## src/rtl/cpu_state_monitor_pkg.sv

```systemverilog
// Shared encodings for the CPU architectural-state monitor: FSM states and
// probe-select codes.
package cpu_state_monitor_pkg;

  typedef enum logic [1:0] {
    STATE_RUN     = 2'd0,
    STATE_HALTED  = 2'd1,
    STATE_TIMEOUT = 2'd2
  } state_e;

  localparam logic [1:0] PROBE_GPR = 2'd0;
  localparam logic [1:0] PROBE_HI  = 2'd1;
  localparam logic [1:0] PROBE_LO  = 2'd2;

endpackage

```

## src/rtl/monitor_shadow_file.sv

```systemverilog
// Shadow GPR storage: one write port, one registered read port.
// Entry 0 is hardwired to zero; clear and reset wipe every entry.
module monitor_shadow_file #(
  parameter int DATA_WIDTH = 32,
  parameter int ADDR_WIDTH = 5
) (
  input  logic                  clock,
  input  logic                  reset,
  input  logic                  clear,
  input  logic                  write_enable,
  input  logic [ADDR_WIDTH-1:0] write_address,
  input  logic [DATA_WIDTH-1:0] write_data,
  input  logic [ADDR_WIDTH-1:0] read_address,
  output logic [DATA_WIDTH-1:0] read_data
);

  localparam int DEPTH = 2**ADDR_WIDTH;

  logic [DEPTH-1:0][DATA_WIDTH-1:0] mem_q, mem_d;
  logic [DATA_WIDTH-1:0]            read_data_q, read_data_d;

  always_comb begin
    mem_d       = mem_q;
    // Read from the pre-write contents so a same-cycle write is not visible yet.
    read_data_d = mem_q[read_address];
    if (clear) begin
      mem_d       = '0;
      read_data_d = '0;
    end else if (write_enable) begin
      mem_d[write_address] = write_data;
    end
    mem_d[0] = '0;
  end

  always_ff @(posedge clock or posedge reset) begin
    if (reset) begin
      mem_q       <= '0;
      read_data_q <= '0;
    end else begin
      mem_q       <= mem_d;
      read_data_q <= read_data_d;
    end
  end

  assign read_data = read_data_q;

endmodule

```

## src/rtl/cpu_state_monitor.sv

```systemverilog
// Architectural-state monitor: shadow GPR/HI/LO, cycle/write counters, halt and
// timeout detection, registered probe. CPU_STATE_MONITOR_SIGNATURE_EN adds a write signature.
module cpu_state_monitor
  import cpu_state_monitor_pkg::*;
#(
  parameter int                    DATA_WIDTH     = 32,
  parameter int                    ADDR_WIDTH     = 5,
  parameter int                    TIMEOUT_CYCLES = 1000,
  parameter logic [DATA_WIDTH-1:0] HALT_PC        = DATA_WIDTH'(32'hFFFF_FFFC),
  parameter int                    COUNT_WIDTH    = 32
) (
  input  logic                   clock,
  input  logic                   reset,
  input  logic                   clear,
  input  logic                   register_write_enable,
  input  logic [ADDR_WIDTH-1:0]  register_write_address,
  input  logic [DATA_WIDTH-1:0]  register_write_data,
  input  logic                   register_hi_write_enable,
  input  logic [DATA_WIDTH-1:0]  register_hi_write_data,
  input  logic                   register_lo_write_enable,
  input  logic [DATA_WIDTH-1:0]  register_lo_write_data,
  input  logic [DATA_WIDTH-1:0]  instruction_address,
  input  logic [1:0]             probe_select,
  input  logic [ADDR_WIDTH-1:0]  probe_address,
  output logic [DATA_WIDTH-1:0]  probe_data,
  output logic [COUNT_WIDTH-1:0] cycle_count,
  output logic [COUNT_WIDTH-1:0] write_count,
  output logic                   halted,
  output logic                   timed_out,
  output logic [DATA_WIDTH-1:0]  signature
);

  state_e                 state_q, state_d;
  logic [COUNT_WIDTH-1:0] cycle_q, cycle_d, wcnt_q, wcnt_d;
  logic [DATA_WIDTH-1:0]  hi_q, hi_d, lo_q, lo_d, hilo_probe_q, hilo_probe_d;
  logic [1:0]             sel_q, sel_d;
  logic                   run, gpr_acc, hi_acc, lo_acc;
  logic [1:0]             inc;
  logic [COUNT_WIDTH:0]   wsum;
  logic [DATA_WIDTH-1:0]  gpr_rd;

  always_comb begin
    run     = (state_q == STATE_RUN);
    gpr_acc = run && register_write_enable && (register_write_address != '0);
    hi_acc  = run && register_hi_write_enable;
    lo_acc  = run && register_lo_write_enable;
    inc     = {1'b0, gpr_acc} + {1'b0, hi_acc} + {1'b0, lo_acc};
    wsum    = {1'b0, wcnt_q} + {{(COUNT_WIDTH-1){1'b0}}, inc};

    state_d = state_q;
    if (run) begin
      // Halt match outranks a timeout landing on the same cycle.
      if (instruction_address == HALT_PC)
        state_d = STATE_HALTED;
      else if (cycle_q == COUNT_WIDTH'(TIMEOUT_CYCLES - 1))
        state_d = STATE_TIMEOUT;
    end

    cycle_d = run ? cycle_q + COUNT_WIDTH'(1) : cycle_q;
    wcnt_d  = wsum[COUNT_WIDTH] ? '1 : wsum[COUNT_WIDTH-1:0];
    hi_d    = hi_acc ? register_hi_write_data : hi_q;
    lo_d    = lo_acc ? register_lo_write_data : lo_q;
    sel_d   = probe_select;
    case (probe_select)
      PROBE_HI: hilo_probe_d = hi_q;
      PROBE_LO: hilo_probe_d = lo_q;
      default:  hilo_probe_d = '0;
    endcase

    if (clear) begin
      state_d      = STATE_RUN;
      cycle_d      = '0;
      wcnt_d       = '0;
      hi_d         = '0;
      lo_d         = '0;
      sel_d        = PROBE_GPR;
      hilo_probe_d = '0;
    end
  end

  always_ff @(posedge clock or posedge reset) begin
    if (reset) begin
      state_q      <= STATE_RUN;
      cycle_q      <= '0;
      wcnt_q       <= '0;
      hi_q         <= '0;
      lo_q         <= '0;
      sel_q        <= PROBE_GPR;
      hilo_probe_q <= '0;
    end else begin
      state_q      <= state_d;
      cycle_q      <= cycle_d;
      wcnt_q       <= wcnt_d;
      hi_q         <= hi_d;
      lo_q         <= lo_d;
      sel_q        <= sel_d;
      hilo_probe_q <= hilo_probe_d;
    end
  end

  monitor_shadow_file #(
    .DATA_WIDTH(DATA_WIDTH),
    .ADDR_WIDTH(ADDR_WIDTH)
  ) u_shadow (
    .clock         (clock),
    .reset         (reset),
    .clear         (clear),
    .write_enable  (gpr_acc),
    .write_address (register_write_address),
    .write_data    (register_write_data),
    .read_address  (probe_address),
    .read_data     (gpr_rd)
  );

`ifdef CPU_STATE_MONITOR_SIGNATURE_EN
  logic [DATA_WIDTH-1:0] sig_q, sig_d;

  function automatic logic [DATA_WIDTH-1:0] sig_step(input logic [DATA_WIDTH-1:0] s,
                                                     input logic [DATA_WIDTH-1:0] d,
                                                     input logic [DATA_WIDTH-1:0] a);
    return {s[DATA_WIDTH-2:0], s[DATA_WIDTH-1]} ^ d ^ a;
  endfunction

  // Folded in the fixed order GPR, HI, LO; HI/LO use the addresses just past the GPR file.
  always_comb begin
    sig_d = sig_q;
    if (gpr_acc) sig_d = sig_step(sig_d, register_write_data, DATA_WIDTH'(register_write_address));
    if (hi_acc)  sig_d = sig_step(sig_d, register_hi_write_data, DATA_WIDTH'(2**ADDR_WIDTH));
    if (lo_acc)  sig_d = sig_step(sig_d, register_lo_write_data, DATA_WIDTH'(2**ADDR_WIDTH + 1));
    if (clear)   sig_d = '0;
  end

  always_ff @(posedge clock or posedge reset) begin
    if (reset) sig_q <= '0;
    else       sig_q <= sig_d;
  end

  assign signature = sig_q;
`else
  assign signature = '0;
`endif

  assign probe_data  = (sel_q == PROBE_GPR) ? gpr_rd : hilo_probe_q;
  assign cycle_count = cycle_q;
  assign write_count = wcnt_q;
  assign halted      = (state_q == STATE_HALTED);
  assign timed_out   = (state_q == STATE_TIMEOUT);

endmodule

```

## config.mk

```make
export PLATFORM = sky130hd
export DESIGN_NAME = cpu_state_monitor
export DESIGN_NICKNAME = d
export VERILOG_FILES = /design/src/rtl/cpu_state_monitor_pkg.sv /design/src/rtl/monitor_shadow_file.sv /design/src/rtl/cpu_state_monitor.sv
export SDC_FILE = /design/constraint.sdc
export NUM_CORES = 2
export LEC_CHECK = 0
export CORE_MARGIN = 1
export CORE_UTILIZATION = 60
export DETAILED_ROUTE_END_ITERATION = 12
export HOLD_SLACK_MARGIN = 0.02
export PLACE_DENSITY = 0.83
export SYNTH_ARGS = -nofsm -noshare
export SYNTH_HDL_FRONTEND = slang
export SYNTH_HIERARCHICAL = 1
export SYNTH_SLANG_ARGS = --single-unit
```

## constraint.sdc

```tcl
create_clock -name clock -period 48.8 [get_ports clock]
set_input_delay 12.2 -clock clock [delete_from_list [all_inputs] [get_ports clock]]
set_output_delay 12.2 -clock clock [all_outputs]
set_load 0.02 [all_outputs]
```

# Word level (Yosys, flattened, before mapping)

Cells that the tools add are included.

Register bits after elaboration: 1188
Input bits: 146
Output and inout bits: 130

$add $sub $neg: 4
Magnitude comparators: 3
Eq/ne operators: 6
Mux-type cells: 24
Reduce and logical (&&, ||, !) cells: 14

Operator list:

| cell                    | count |
|---|---|
| $mux W1024              | 2 |
| $bwmux W1024            | 1 |
| $mux W32                | 13 |
| $bmux W32 S5            | 1 |
| $demux W32 S5           | 1 |
| $pmux W32 S2            | 1 |
| $add A32 B2 Y33         | 1 |
| $add A32 B1 Y32 const B | 1 |
| $eq A32 B10 Y1 const B  | 1 |
| $eq A32 B32 Y1 const B  | 1 |
| $lt A5 B6 Y1 const B    | 2 |
| $mux W2                 | 5 |
| $reduce_bool A2 Y1      | 4 |
| $ge A5 B1 Y1 const B    | 1 |
| $logic_and A1 B1 Y1     | 5 |
| $reduce_bool A5 Y1      | 1 |
| $eq A2 B1 Y1 const B    | 2 |
| $eq A2 B2 Y1 const B    | 2 |
| $logic_not A2 Y1        | 2 |
| $reduce_bool A3 Y1      | 1 |
| $add A1 B1 Y2           | 1 |
| $add A2 B1 Y2           | 1 |
| $reduce_and A2 Y1       | 1 |

# Depth between registers and ports, before layout

Word-level depth: 8
Gate-level depth with buffers: 15

# Cells and area by module

Netlist, hierarchy kept.

Modules (own cells, without submodules):

| module              | times used | cells each | area an instance (um^2) | seq. area each (um^2) |
|---|---|---|---|---|
| monitor_shadow_file | 1          | 3347       | 45095.8                 | 25624.6 |
| cpu_state_monitor   | 1          | 845        | 8015.2                  | 4103.9 |

# Least setup slack after synthesis

Ideal clock, no wire load.

Path kind: input to register
Start: input port register_write_address[0]
End: register wcnt_q[10] (netlist: write_count[10])
Library setup time: 78 ps
Arrival time: 14906 ps
Required time: 48722 ps
Slack: 33816 ps
Stages on the path: 12
Buffers on the path: 1
Cells stage by stage: or4_1 > o211ai_1 > fa_1 > inv_1 > ha_1 > fa_1 > and4_1 > nand2_1 > nor3_4 > nand2_4 > buf_6 > a21oi_1

Cells in the longest elaborated chain, start to end: 7

Ends and longest elaborated chain:

| element                | RTL line                | RTL |
|---|---|---|
| start: declaration     | cpu_state_monitor.sv:16 | `input logic [ADDR_WIDTH-1:0] register_write_address,` |
| $reduce_bool A5 Y1     | cpu_state_monitor.sv:44 | `gpr_acc = run && register_write_enable && (register_write_address != '0);` |
| $logic_and A1 B1 Y1    | cpu_state_monitor.sv:44 |  |
| $add A1 B1 Y2          | cpu_state_monitor.sv:47 | `inc = {1'b0, gpr_acc} + {1'b0, hi_acc} + {1'b0, lo_acc};` |
| $add A2 B1 Y2          | cpu_state_monitor.sv:47 |  |
| $add A32 B2 Y33        | cpu_state_monitor.sv:48 | `wsum = {1'b0, wcnt_q} + {{(COUNT_WIDTH-1){1'b0}}, inc};` |
| $mux W32               | cpu_state_monitor.sv:60 | `wcnt_d = wsum[COUNT_WIDTH] ? '1 : wsum[COUNT_WIDTH-1:0];` |
| $mux W32               | cpu_state_monitor.sv:70 | `if (clear) begin` |
| via wcnt_d[10]         | cpu_state_monitor.sv:34 | `logic [COUNT_WIDTH-1:0] cycle_q, cycle_d, wcnt_q, wcnt_d;` |
| end signal: assignment | cpu_state_monitor.sv:93 | `wcnt_q <= wcnt_d;` |
| end: declaration       | cpu_state_monitor.sv:34 |  |

The timed path passes the listed nets, and every way through them passes these cells.
A chain may end at the register's enable or synchronous reset.

# Worst setup path in the final report

Start: input port probe_address[1]
End: register u_shadow.read_data_q[15] (netlist: u_shadow/read_data[15])

Cells in the longest elaborated chain, start to end: 3

Ends and longest elaborated chain:

| element                        | RTL line                  | RTL |
|---|---|---|
| start: declaration             | cpu_state_monitor.sv:24   | `input logic [ADDR_WIDTH-1:0] probe_address,` |
| $bmux W32 S5                   | monitor_shadow_file.sv:25 | `read_data_d = mem_q[read_address];` |
| $mux W32 (not written as such) | monitor_shadow_file.sv:25 |  |
| $mux W32                       | monitor_shadow_file.sv:26 | `if (clear) begin` |
| via u_shadow.read_data_d[15]   | monitor_shadow_file.sv:20 | `logic [DATA_WIDTH-1:0] read_data_q, read_data_d;` |
| end signal: assignment         | monitor_shadow_file.sv:41 | `read_data_q <= read_data_d;` |
| end: declaration               | monitor_shadow_file.sv:20 |  |

The timed path passes the listed nets, and every way through them passes these cells. The select of a mux whose other input is x is not followed.

==> run metrics <==
drt initial violations=4833; final core occ=68.6%; hold_ws=0.493 ns; Worst-Margin Slew=1.30 ns; Synth Warn #=6; fill count=5730; post-route setup TNS=0 ns; DR DRC count=0; total CTS buffers=114; pwr dens=36.2 nW/um2; CTS H-Tree Depth=3; Post-CTS Setup Bufs=0; Ports=276; mapped cell area=53100 um2; Crit Path Class=input port to flop; 1st-pass router iterations=6; final net count=4322; DPL Wire Length=93.3 mm; fin crit period=15.95 ns; Die Area=89700 um2; post-route ant nets=0; RSZ-0062 raised after global routing=no; drt via density=7.28; CTS resizes=0; Fin. Hold Viols=0; GRT Total Usage=36.3%; final wirelength=163 mm; final cell count without fillers=5423; Avg Inst Size Synth=12.7 um2; DIE WIDTH=300 um; vias in the first global route=40500; area growth from synthesis to layout=12.6%; Async S/R FF share, synth=100%; Slew Limit Fails=0; starting density of the core=60.9%; proportion of layout cells with a drive suffix above 1=14.3%; gate count of the mapped netlist=4192; hold crit path type=flop to flop; fin crit share=32.7%; Critical Path RT=49.40 ns; CTS tree=done; Setup violations, final=0; Core ar.=87200 um2; skew final=0.0286 ns; routability cong.=0.883; placed cell count=5208; clk buf depth=3; CTS Hold Buffers Added=0; Die Ht=300 um; I/O Buffers=243; peak fanout along the critical path=132; Rows=108; Skew-Pair Late Insertion Delay=0.70 ns; Startpoint Class=input port; count of different cell masters after synthesis=66; normalized max-slew margin=13.4%; dominant synthesized flop cell=dfrtp_1; fmax=62.7 MHz; clk sink count=1188; # Max-Cap Violations=0; critical path capture point type=flop; leakage=27.5 nW; EDFF count, synth=0; routed length per instance=30.1 um; Root Buffer=clkbuf_16; initial antenna violation count=6; total power=2.17 mW; largest net degree at the start of global routing=190; Reg clk slew, reported paths=0.06 ns; first-pass GRT wire length=249 mm; post-synthesis sequential area ratio=56.0%; WP data arrival=16.55 ns; GRT overflow=0; status=finished clean; Synth Register Bits=1188; Peak VDD IR=0.0289 mV; Vias=39500
[synthesized netlist by cell type, drive strengths merged (37+ instances only)]
cell	instances	area [um2]
a221oi	62	737
nand3	46	235
a31oi	37	231
clkbuf	230	863
nor2	107	504
mux2i	248	2480
mux2	70	788
mux4	100	2250
and2	37	231
a21oi	188	948
dfrtp	1188	29700
buf	304	1780
nand2	182	693
a22oi	62	465
a22o	992	8690
[metal layers]
layer	track usage [%]	vias up	routed length [um]
met2	53.5	3005	72400
met1	48.3	20100	59800
met3	12.9	536	22900
met4	17.0	10	7800
li1	-	15800	-
met5	0.847	-	178
[cells in the final DEF (no fill, tap or decap), drive strengths merged, types with 32 or more instances in the layout]
master         count
a21oi            188
a221o             32
a221oi            62
a22o             992
a22oi             62
a31oi             37
and2              37
buf              124
clkbuf           161
clkdlybuf4s50    238
conb              32
dfrtp           1188
mux2              70
mux2i            248
mux4             100
nand2            182
nand2b            34
nand3             46
nor2             107
o21ai             35
[area by class of cell]
cell class	instances	area [um2]	area share, %
Sequential cell	1188	29700	49.7
Multi-Input combinational cell	2474	21000	35.0
Timing Repair Buffer	364	3370	5.64
Clock buffer	159	3330	5.56
Tap cell	1155	1450	2.42
Clock inverter	55	867	1.45
Inverter	27	114	0.190
Antenna cell	1	2.50	0.00418
[path summary, 6_finish.rpt]
| check | startpoint | end | slack, ns | cells past startpoint |
|---|---|---|---|---|
| setup reg to reg | state_q[0]$_DFFE_PP0P_ | u_shadow/mem_q[817]$_DFFE_PP0P_ | 44.54 | 8 |
| hold / removal | u_shadow/mem_q[350]$_DFFE_PP0P_ | u_shadow/mem_q[350]$_DFFE_PP0P_ | 0.49 | 1 |
| min in group asynchronous | reset | u_shadow/read_data[26]$_DFF_PP0_ | 12.24 | 2 |
| max in group asynchronous | reset | u_shadow/mem_q[290]$_DFFE_PP0P_ | 33.38 | 5 |
| setup / recovery | probe_address[1] | u_shadow/read_data[15]$_DFF_PP0_ | 32.85 | 8 |
| hold reg to reg | u_shadow/mem_q[350]$_DFFE_PP0P_ | u_shadow/mem_q[350]$_DFFE_PP0P_ | 0.49 | 1 |
[metrics by stage]
stage	cell area [um2]	worst slack, ns
after global placement	55600	32.27
after global routing	59800	32.70
after CTS	59800	32.96
after detailed placement	55600	32.24
after floorplan	53200	7.78
final	59800	32.85
[state kept, by name (all words and copies together) (netlist names)]
signal / flops
hilo_probe_q: 32
lo_q: 32
state_q: 2
cycle_count: 32
u_shadow/mem_q: 992
sel_q: 2
hi_q: 32
write_count: 32
u_shadow/read_data: 32
[power breakdown]
part	total [mW]	switching, mW	internal [mW]	leakage (nW)
registers	1.01	0.00904	0.996	16.5
logic	0.179	0.127	0.0519	8.94
clock network	0.982	0.395	0.587	2.05
total	2.17	0.532	1.64	27.5
[critical path: stages]
cell,delay (ns)
buf_8,0.75
buf_4,0.72
buf_12,0.80
buf_4,0.90
mux2i_1,0.18
a221oi_1,0.43
o21ai_1,0.15
a221oi_2,0.27
[cell families after synthesis]
family,synth area share (%)
adders and majority gates,0.193
muxes,10.4
other,0.00706
and+or+nand+nor,5.01
xor gates and xnor gates,0.775
AOI/OAI and AO/OA,22.5
DFF,56.0
buffers and inverters,5.17
(Power assumes the default switching activity.)
